## config.mk

```make
export PLATFORM = sky130hd
export DESIGN_NAME = axi_4_lite_regfile_slv
export DESIGN_NICKNAME = d
export VERILOG_FILES = /design/src/rtl/axi_4_lite_regfile_slv.sv
export SDC_FILE = /design/constraint.sdc
export NUM_CORES = 2
export LEC_CHECK = 0
export CAP_MARGIN = 0
export CORE_AREA = 4 4 452 454
export CTS_CLUSTER_SIZE = 20
export DETAILED_ROUTE_END_ITERATION = 8
export DIE_AREA = 0 0 456 458
export SYNTH_ARGS = -nofsm -noshare
export SYNTH_HDL_FRONTEND = slang
export SYNTH_SLANG_ARGS = --single-unit
```

## constraint.sdc

```tcl
create_clock -name S_AXI_ACLK -period 42.6 [get_ports S_AXI_ACLK]
set_input_delay 6.39 -clock S_AXI_ACLK [delete_from_list [all_inputs] [get_ports S_AXI_ACLK]]
set_output_delay 6.39 -clock S_AXI_ACLK [all_outputs]
set_load 0.02 [all_outputs]
```

## src/rtl/axi_4_lite_regfile_slv.sv

```systemverilog
// AXI4-Lite slave register file. Writable registers live in a flop array;
// registers flagged in C_RO_MASK return HW_RO_DATA instead and reject writes.
// Write and read channels run as independent FSMs.
module axi_4_lite_regfile_slv #(
    parameter int                     C_AXI_DATA_WIDTH = 32,
    parameter int                     C_AXI_ADDR_WIDTH = 8,
    parameter int                     C_NUM_REGS       = 32,
    parameter logic [C_NUM_REGS-1:0]  C_RO_MASK        = '0
) (
    input  logic                                   S_AXI_ACLK,
    input  logic                                   S_AXI_ARESET,
    input  logic                                   S_AXI_AWVALID,
    output logic                                   S_AXI_AWREADY,
    input  logic [C_AXI_ADDR_WIDTH-1:0]            S_AXI_AWADDR,
    input  logic [2:0]                             S_AXI_AWPROT,
    input  logic                                   S_AXI_WVALID,
    output logic                                   S_AXI_WREADY,
    input  logic [C_AXI_DATA_WIDTH-1:0]            S_AXI_WDATA,
    input  logic [C_AXI_DATA_WIDTH/8-1:0]          S_AXI_WSTRB,
    output logic                                   S_AXI_BVALID,
    input  logic                                   S_AXI_BREADY,
    output logic [1:0]                             S_AXI_BRESP,
    input  logic                                   S_AXI_ARVALID,
    output logic                                   S_AXI_ARREADY,
    input  logic [C_AXI_ADDR_WIDTH-1:0]            S_AXI_ARADDR,
    input  logic [2:0]                             S_AXI_ARPROT,
    output logic                                   S_AXI_RVALID,
    input  logic                                   S_AXI_RREADY,
    output logic [C_AXI_DATA_WIDTH-1:0]            S_AXI_RDATA,
    output logic [1:0]                             S_AXI_RRESP,
    input  logic [C_NUM_REGS*C_AXI_DATA_WIDTH-1:0] HW_RO_DATA,
    output logic [C_NUM_REGS-1:0]                  REG_WR_PULSE,
    output logic [$clog2(C_NUM_REGS)-1:0]          DEB_READ_INDEX,
    output logic [$clog2(C_NUM_REGS)-1:0]          DEB_WRITE_INDEX
);
    localparam int DW  = C_AXI_DATA_WIDTH;
    localparam int AW  = C_AXI_ADDR_WIDTH;
    localparam int SW  = DW / 8;
    localparam int IW  = $clog2(C_NUM_REGS);
    localparam int LSB = $clog2(SW);
    localparam logic [1:0] RESP_OKAY   = 2'b00;
    localparam logic [1:0] RESP_SLVERR = 2'b10;

    typedef enum logic [1:0] {W_IDLE, W_HAVE_ADDR, W_HAVE_DATA, W_RESP} w_state_t;
    typedef enum logic {R_IDLE, R_RESP} r_state_t;

    w_state_t          w_state_q, w_state_d;
    r_state_t          r_state_q, r_state_d;
    logic [DW-1:0]     regs_q [C_NUM_REGS];
    logic [DW-1:0]     regs_d [C_NUM_REGS];
    logic [DW-1:0]     ro_data [C_NUM_REGS];
    logic [AW-1:0]     awaddr_q, awaddr_d;
    logic [DW-1:0]     wdata_q, wdata_d;
    logic [SW-1:0]     wstrb_q, wstrb_d;
    logic              bvalid_q, bvalid_d;
    logic [1:0]        bresp_q, bresp_d;
    logic              rvalid_q, rvalid_d;
    logic [1:0]        rresp_q, rresp_d;
    logic [DW-1:0]     rdata_q, rdata_d;
    logic [C_NUM_REGS-1:0] pulse_q, pulse_d;
    logic [IW-1:0]     deb_r_q, deb_r_d, deb_w_q, deb_w_d;

    logic              aw_hs, w_hs, ar_hs, commit, wr_ok, wr_oor, rd_oor;
    logic [AW-1:0]     wr_addr;
    logic [DW-1:0]     wr_data;
    logic [SW-1:0]     wr_strb;
    logic [IW-1:0]     wr_idx, rd_idx;
    logic              unused_prot;

    assign unused_prot = ^{S_AXI_AWPROT, S_AXI_ARPROT};

    // Unpack the flattened read-only value bus into one word per register.
    genvar gi;
    generate
        for (gi = 0; gi < C_NUM_REGS; gi++) begin : g_ro
            assign ro_data[gi] = HW_RO_DATA[gi*DW +: DW];
        end
    endgenerate

    // Readies decode from state and are forced low while reset is held.
    assign S_AXI_AWREADY = !S_AXI_ARESET && (w_state_q == W_IDLE || w_state_q == W_HAVE_DATA);
    assign S_AXI_WREADY  = !S_AXI_ARESET && (w_state_q == W_IDLE || w_state_q == W_HAVE_ADDR);
    assign S_AXI_ARREADY = !S_AXI_ARESET && (r_state_q == R_IDLE);
    assign aw_hs = S_AXI_AWVALID && S_AXI_AWREADY;
    assign w_hs  = S_AXI_WVALID && S_AXI_WREADY;
    assign ar_hs = S_AXI_ARVALID && S_AXI_ARREADY;

    // Write channel: collect address and data in either order, then commit once.
    always_comb begin
        w_state_d = w_state_q;
        awaddr_d  = awaddr_q;
        wdata_d   = wdata_q;
        wstrb_d   = wstrb_q;
        bvalid_d  = bvalid_q;
        bresp_d   = bresp_q;
        deb_w_d   = deb_w_q;
        regs_d    = regs_q;
        pulse_d   = '0;
        commit    = 1'b0;
        wr_addr   = S_AXI_AWADDR;
        wr_data   = S_AXI_WDATA;
        wr_strb   = S_AXI_WSTRB;
        case (w_state_q)
            W_IDLE: begin
                if (aw_hs && w_hs) begin
                    commit = 1'b1;
                end else if (aw_hs) begin
                    awaddr_d  = S_AXI_AWADDR;
                    w_state_d = W_HAVE_ADDR;
                end else if (w_hs) begin
                    wdata_d   = S_AXI_WDATA;
                    wstrb_d   = S_AXI_WSTRB;
                    w_state_d = W_HAVE_DATA;
                end
            end
            W_HAVE_ADDR: begin
                wr_addr = awaddr_q;
                commit  = w_hs;
            end
            W_HAVE_DATA: begin
                wr_data = wdata_q;
                wr_strb = wstrb_q;
                commit  = aw_hs;
            end
            default: begin
                if (S_AXI_BREADY) begin
                    bvalid_d  = 1'b0;
                    w_state_d = W_IDLE;
                end
            end
        endcase
        // Any address bit above the index field puts the access out of range.
        wr_idx = wr_addr[LSB +: IW];
        wr_oor = (wr_addr >> (LSB + IW)) != '0;
        wr_ok  = !wr_oor && !C_RO_MASK[wr_idx];
        if (commit) begin
            w_state_d = W_RESP;
            bvalid_d  = 1'b1;
            bresp_d   = wr_ok ? RESP_OKAY : RESP_SLVERR;
            deb_w_d   = wr_idx;
            if (wr_ok) begin
                pulse_d[wr_idx] = 1'b1;
                for (int b = 0; b < SW; b++) begin
                    if (wr_strb[b]) regs_d[wr_idx][8*b +: 8] = wr_data[8*b +: 8];
                end
            end
        end
    end

    // Read channel: capture the response on handshake and hold it until RREADY.
    always_comb begin
        r_state_d = r_state_q;
        rvalid_d  = rvalid_q;
        rresp_d   = rresp_q;
        rdata_d   = rdata_q;
        deb_r_d   = deb_r_q;
        rd_idx    = S_AXI_ARADDR[LSB +: IW];
        rd_oor    = (S_AXI_ARADDR >> (LSB + IW)) != '0;
        if (r_state_q == R_IDLE) begin
            if (ar_hs) begin
                r_state_d = R_RESP;
                rvalid_d  = 1'b1;
                deb_r_d   = rd_idx;
                rresp_d   = rd_oor ? RESP_SLVERR : RESP_OKAY;
                if (rd_oor)                 rdata_d = '0;
                else if (C_RO_MASK[rd_idx]) rdata_d = ro_data[rd_idx];
                else                        rdata_d = regs_q[rd_idx];
            end
        end else if (S_AXI_RREADY) begin
            rvalid_d  = 1'b0;
            r_state_d = R_IDLE;
        end
    end

    // State registers; reset clears everything immediately.
    always_ff @(posedge S_AXI_ACLK or posedge S_AXI_ARESET) begin
        if (S_AXI_ARESET) begin
            w_state_q <= W_IDLE;
            r_state_q <= R_IDLE;
            regs_q    <= '{default: '0};
            awaddr_q  <= '0;
            wdata_q   <= '0;
            wstrb_q   <= '0;
            bvalid_q  <= 1'b0;
            bresp_q   <= RESP_OKAY;
            rvalid_q  <= 1'b0;
            rresp_q   <= RESP_OKAY;
            rdata_q   <= '0;
            pulse_q   <= '0;
            deb_r_q   <= '0;
            deb_w_q   <= '0;
        end else begin
            w_state_q <= w_state_d;
            r_state_q <= r_state_d;
            regs_q    <= regs_d;
            awaddr_q  <= awaddr_d;
            wdata_q   <= wdata_d;
            wstrb_q   <= wstrb_d;
            bvalid_q  <= bvalid_d;
            bresp_q   <= bresp_d;
            rvalid_q  <= rvalid_d;
            rresp_q   <= rresp_d;
            rdata_q   <= rdata_d;
            pulse_q   <= pulse_d;
            deb_r_q   <= deb_r_d;
            deb_w_q   <= deb_w_d;
        end
    end

    assign S_AXI_BVALID    = bvalid_q;
    assign S_AXI_BRESP     = bresp_q;
    assign S_AXI_RVALID    = rvalid_q;
    assign S_AXI_RRESP     = rresp_q;
    assign S_AXI_RDATA     = rdata_q;
    assign REG_WR_PULSE    = pulse_q;
    assign DEB_READ_INDEX  = deb_r_q;
    assign DEB_WRITE_INDEX = deb_w_q;
endmodule

```

# Word level (Yosys, flattened, before mapping)

Memories as Yosys holds them, arrays and structs flattened.
Cells that the tools add are included.

Flip-flop bits (word level): 1151
ROM bits: 64
Output and inout port bits: 83
Logic and storage cells: 151
Memories kept: 2

Magnitude comparators: 6
Equality and inequality tests: 7
Muxes and demuxes: 58
Bitwise operators: 5
Reduce and logical (&&, ||, !) cells: 28

Memory list:

| name             | words | width | rd ports | clocked after memory_dff | write ports | line | RTL |
|---|---|---|---|---|---|---|---|
| (name not given) | 32    | 1     | 1        | 0                        | 0           | 166  | `else if (C_RO_MASK[rd_idx]) rdata_d = ro_data[rd_idx];` |
| (name not given) | 32    | 1     | 1        | 0                        | 0           | 135  | `wr_ok = !wr_oor && !C_RO_MASK[wr_idx];` |

Operators by type and width:

| kind                                                                          | number |
|---|---|
| 1024-bit two-way mux                                                          | 10 |
| 1024-bit bitwise mux                                                          | 4 |
| 32-bit demux with 5-bit select                                                | 4 |
| 32-bit binary-select mux with 5-bit select                                    | 2 |
| 32-bit two-way mux                                                            | 10 |
| 24-bit two-way mux                                                            | 1 |
| 16-bit two-way mux                                                            | 1 |
| 8-bit two-way mux                                                             | 2 |
| 2-bit two-way mux                                                             | 7 |
| 1-bit two-way mux                                                             | 13 |
| 6-bit >= comparator (second input constant)                                   | 2 |
| 5-bit by 6-bit less-than comparator with 1-bit output (second input constant) | 2 |
| 5-bit NOT with 6-bit output                                                   | 2 |
| 1-bit logical AND                                                             | 10 |
| 2-bit AND reduction                                                           | 4 |
| 4-bit AND reduction                                                           | 2 |
| 6-bit by 1-bit less-than comparator with 1-bit output (second input constant) | 1 |
| 1-bit demux with 5-bit select                                                 | 1 |
| 5-bit by 1-bit >= comparator with 1-bit output (second input constant)        | 1 |
| 4-bit two-way mux                                                             | 1 |
| 2-bit by 1-bit inequality test with 1-bit output (second input constant)      | 2 |
| 4-bit inequality test (second input constant)                                 | 1 |
| 2-bit one-hot mux with 2 select lines                                         | 1 |
| 2-bit nonzero test                                                            | 2 |
| other kinds (13)                                                              | 18 |

# Depth between registers and ports, before layout

Depth after elaboration: 21
Depth in mapped cells: 11
Gate-level depth less buffers: 7

# Least setup slack after synthesis

No wires, ideal clock.

Path type: input to register
Start: input S_AXI_ARESET
End: register regs_q[100] (netlist name)
Library setup time: 0.125 ns
Arrival time: 25.163 ns
Data required time: 42.475 ns
Path slack: 17.312 ns
Stages on the path: 6
Buffers on the path: 2
Path through: buf_2 -> inv_1 -> buf_2 -> nand3_2 -> nor2_2 -> mux2_2

Word-level cells in the longest chain between the ends: 7
Elaborated cells on any way between the ends: 9

Ends and longest elaborated chain:

| what                                        | line   | RTL |
|---|---|---|
| start, declared                             | 11     | `input logic S_AXI_ARESET,` |
| 1-bit zero test (no line) *                 | n/a    |  |
| 1-bit logical AND, on equally long branches | 81, 82 |  |
| 1-bit logical AND, on equally long branches | 84, 85 |  |
| 1-bit logical AND                           | 105    | `if (aw_hs && w_hs) begin` |
| 1-bit two-way mux                           | 105    |  |
| 1-bit one-hot mux with 3 select lines *     | 103    | `case (w_state_q)` |
| 2-bit AND reduction (no line) *             | n/a    |  |
| end signal, assigned                        | 195    | `regs_q <= regs_d;` |
| end, declared                               | 49     | `logic [DW-1:0] regs_q [C_NUM_REGS];` |

Every way passes the cells marked *; elsewhere a longest branch is shown, timed or not.
A chain may end at the register's enable or synchronous reset.

# Worst setup path after layout

Start: input S_AXI_ARESET
End: output S_AXI_ARREADY

Word-level cells in the longest chain between the ends: 2

Ends and longest elaborated chain:

| what                      | line | RTL |
|---|---|---|
| 1-bit zero test (no line) | n/a  |  |
| 1-bit logical AND         | 83   | `assign S_AXI_ARREADY = !S_AXI_ARESET && (r_state_q == R_IDLE);` |
| end, declared             | 24   | `output logic S_AXI_ARREADY,` |

No other way between the ends.

==> metrics.md <==
| Metric | Value |
|---|---|
| Mapped Avg Cell Area | `14.77 um2` |
| Seq/Total Area, Yosys | `53.93%` |
| Post-synthesis cell count | `3603` |
| H-tree levels | `3` |
| CTS tree | `yes` |
| Crit path max fanout | `10` |
| Final Hold Slack | `about 480 ps` |
| Worst Reg-to-Reg Cells | `7` |
| Element type at the critical path start | `input port` |
| Worst clock skew | `approximately 28 ps` |
| # IOs | `about 1200` |
| Leak pwr | `~29 nW` |
| CTS Sinks | `1147` |
| Worst setup path class | `input port to output pin` |
| Crit Reg-Reg Endpoint | `regs_q[555]$_DFFE_PP0P_` |
| Core ar. | `approximately 200000 um2` |
| Status | `finished clean` |
| Routed Antenna Nets | `0` |
| Flip-flop and latch area | `roughly 29000 um2` |
| # setup viols final | `0` |
| Final period util | `approximately 34%` |
| Yosys warns | `0` |
| CP most frequent cell | `clkdlybuf4s50_1` |
| First-pass GRT wire length | `around 220000 um` |
| HPWL after DPL | `90650 um` |
| Die Footprint | `roughly 210000 um2` |
| Layout cells sized above 1 | `roughly 44%` |
| Antenna violations before repair | `4` |
| Area growth, synth to finish | `14.80%` |
| Reg2reg start | `w_state_q[0]$_DFFE_PP0P_` |
| Buffers on Ports | `approximately 140` |
| Min-delay src | `regs_q[689]$_DFFE_PP0P_` |
| Gr usage total | `13.51%` |
| Slew headroom | `between 20% and 30%` |
| Commonest non-fill, non-tap cell in the layout | `dfrtp_1` |
| R2R setup slack | `38560 ps` |
| Final Wtd Congestion | `roughly 0.75` |
| Via count | `30670` |
| Cell row count | `around 160` |
| Clk_lat worst skew | `about 730 ps` |
| Worst EP required | `between 30000 and 40000 ps` |
| Hold WC Path Type | `flop to flop` |
| Vias in the first global route | `between 30000 and 40000` |
| Cell breakdown of the critical path | `clkdlybuf4s50_1 -> nor2_1 -> clkdlybuf4s50_1` |
| Die Y-Extent | `roughly 460 um` |
| PD cells | `48.77 nW/um2` |
| CP max stage cell | `clkdlybuf4s50_1` |
| EDFF count, synth | `0` |
| Chip Width | `456 um` |
| Residual DRC | `0` |
| Cts repair resizes | `0` |
| Drt first pass iters | `5` |
| Pins Over Slew Limit | `0` |
| CP endpoint kind | `output pin` |
| Filler instances | `between 15000 and 20000` |
| WHS Path Cells | `1` |
| # nets final | `roughly 4700` |
| Post-synthesis cell area | `between 50000 and 60000 um2` |
| Hold Violations, Final | `0` |
| Hold-fix buffers, CTS | `0` |
| CTS clk-pin slew, worst paths | `approximately 60 ps` |
| Synth Register Bits | `1147` |
| Synth Flop Type | `dfrtp_1` |
| WP data arrival | `8110 ps` |
| Final wirelength | `144000 um` |
| Inserted Clock Buffers | `between 100 and 150` |
| Largest net degree at the start of global routing | `174` |
| Maximum VDD drop | `0.00003259 V` |
| Hold path endpoint | `regs_q[689]$_DFFE_PP0P_` |
| Most frequent cells in the layout | `dfrtp_1, mux2_2, mux2i_1` |
| CP peak stage delay | `760 ps` |
| Fmax | `between 0.06 and 0.07 GHz` |
| Synth cell types | `between 60 and 70` |
| Initial core utilization | `roughly a quarter` |
| Final TNS setup | `0 ps` |
| Footprint of the multi-input gates | `around 23000 um2` |
| Tightest Pin Transition | `about 1200 ps` |
| Gr ovfl total | `0` |
| Vias/cell | `about 4.8` |
| Async set-reset flop share out of synthesis | `100.0%` |
| Routed len/inst | `around 22 um` |
| DRT iter0 DRCs | `approximately 1900` |
| Post-CTS Setup Inserts | `0` |
| Tmin final | `roughly 15000 ps` |
| Max_cap viols | `0` |
| RSZ-0062 raised after global routing | `no` |
| Root buffer cell | `clkbuf_16` |
| Clock Path Buffers | `3` |
-- metrics by stage --
step,std cells,setup WS [ps],util (%),power (W),cell area [um2]
2_1_floorplan,3604,16570,-,0.001730,53220
3_3_place_gp,6187,28130,28.65,0.001938,57190
3_5_place_dp,6187,28130,28.65,0.001959,57190
4_1_cts,6399,28110,30.60,0.003011,61090
5_1_grt,6400,28020,30.60,0.003106,61090
6_report,6401,28100,30.60,0.002980,61100
-- cell usage after synthesis (4+ instances only) --
master    count  area (um2)
mux2_2     1087       12240
mux2_1       41       461.7
buf_2        48       240.2
o41ai_1      26       227.7
buf_4        21       157.7
nor3_1        4       20.02
or3b_2        5       43.79
mux4_2      128        2883
clkbuf_1    166       623.1
nor2b_1      30       187.7
a22o_1       34       297.8
a211oi_1     27       202.7
a221oi_1     32       280.3
mux2_4        8       120.1
nand3_1      14       70.07
a22oi_1      72       540.5
inv_1         7       26.28
a21oi_1      92       460.4
nand2_2      16       100.1
nor2_4       48       540.5
mux2i_1     271        2713
dfrtp_1    1147       28700
or2_2         4       25.02
nand3b_1      8       60.06
buf_6         7       78.83
nor2_2       43       269.0
buf_1        12       45.04
a22oi_2       4       50.05
ha_1          4       50.05
nor3_4        9       146.4
nand2_1      71       266.5
nor2_8       20       400.4
nor4_1        8       50.05
nor2_1       41       153.9
-- worst max-delay path by stage --
stage                       from                            end  slack, ps
floorplan           S_AXI_ARESET  DEB_READ_INDEX[0]$_DFFE_PP0P_      16570
global placement    S_AXI_ARESET                  S_AXI_ARREADY      28130
detailed placement  S_AXI_ARESET                  S_AXI_ARREADY      28130
CTS                 S_AXI_ARESET                  S_AXI_ARREADY      28110
global route        S_AXI_ARESET                  S_AXI_ARREADY      28020
finish              S_AXI_ARESET                  S_AXI_ARREADY      28100
-- critical path: cells and delay by family --
| family | cells | cell delay, ps |
|---|---|---|
| buf+inv | 2 | 1410 |
| simple gates | 1 | 310 |
-- area by class of cell --
| cell class | instances | share of cell area [%] |
|---|---|---|
| diodes | 2 | 0.008192 |
| clock buffers | 171 | 5.630 |
| clock inverters | 41 | 0.7536 |
| inverters | 7 | 0.05529 |
| multi-input cells | 2195 | 38.27 |
| flip-flops and latches | 1147 | 46.98 |
| well taps | 2656 | 5.439 |
| repair buffers | 182 | 2.865 |
-- report_power, final --
| group | internal (W) | switching [W] | total, W |
|---|---|---|---|
| clock | 0.000605 | 0.000438 | 0.00104 |
| combinational | 0.000225 | 0.000407 | 0.000632 |
| sequential | 0.00123 | 0.0000765 | 0.00130 |
| total | 0.00206 | 0.000922 | 0.00298 |
-- per-layer routing --
layer | global-route usage [%] | part of all wire [%] | vias up | wire [um]
met1 | 17.76 | 45 | 16560 | 64080
met3 | 2.014 | 3.9 | 154 | 5625
li1 | - | - | 13410 | -
met4 | 4.857 | 3.1 | 4 | 4523
met5 | 0 | 0.021 | - | 30
met2 | 22.62 | 48 | 541 | 69730
-- state kept, by name, indices dropped and copies added (netlist names), 2 cells and up --
name	cells
DEB_WRITE_INDEX	5
DEB_READ_INDEX	5
S_AXI_RDATA	32
REG_WR_PULSE	32
regs_q	1024
wstrb_q	4
wdata_q	32
awaddr_q	6
w_state_q	2
-- logic make-up after synthesis --
| group | after synthesis | share of synthesized area (%) |
|---|---|---|
| muxes | 1535 | 34.61 |
| DFF | 1147 | 53.93 |
| and+or+nand+nor | 353 | 5.043 |
| AOI/OAI and AO/OA | 301 | 4.109 |
| buffers and inverters | 262 | 2.210 |
| adders and majority gates | 4 | 0.09404 |
| other | 1 | 0.007046 |
Note: power is estimated with default switching activity, not from simulation.
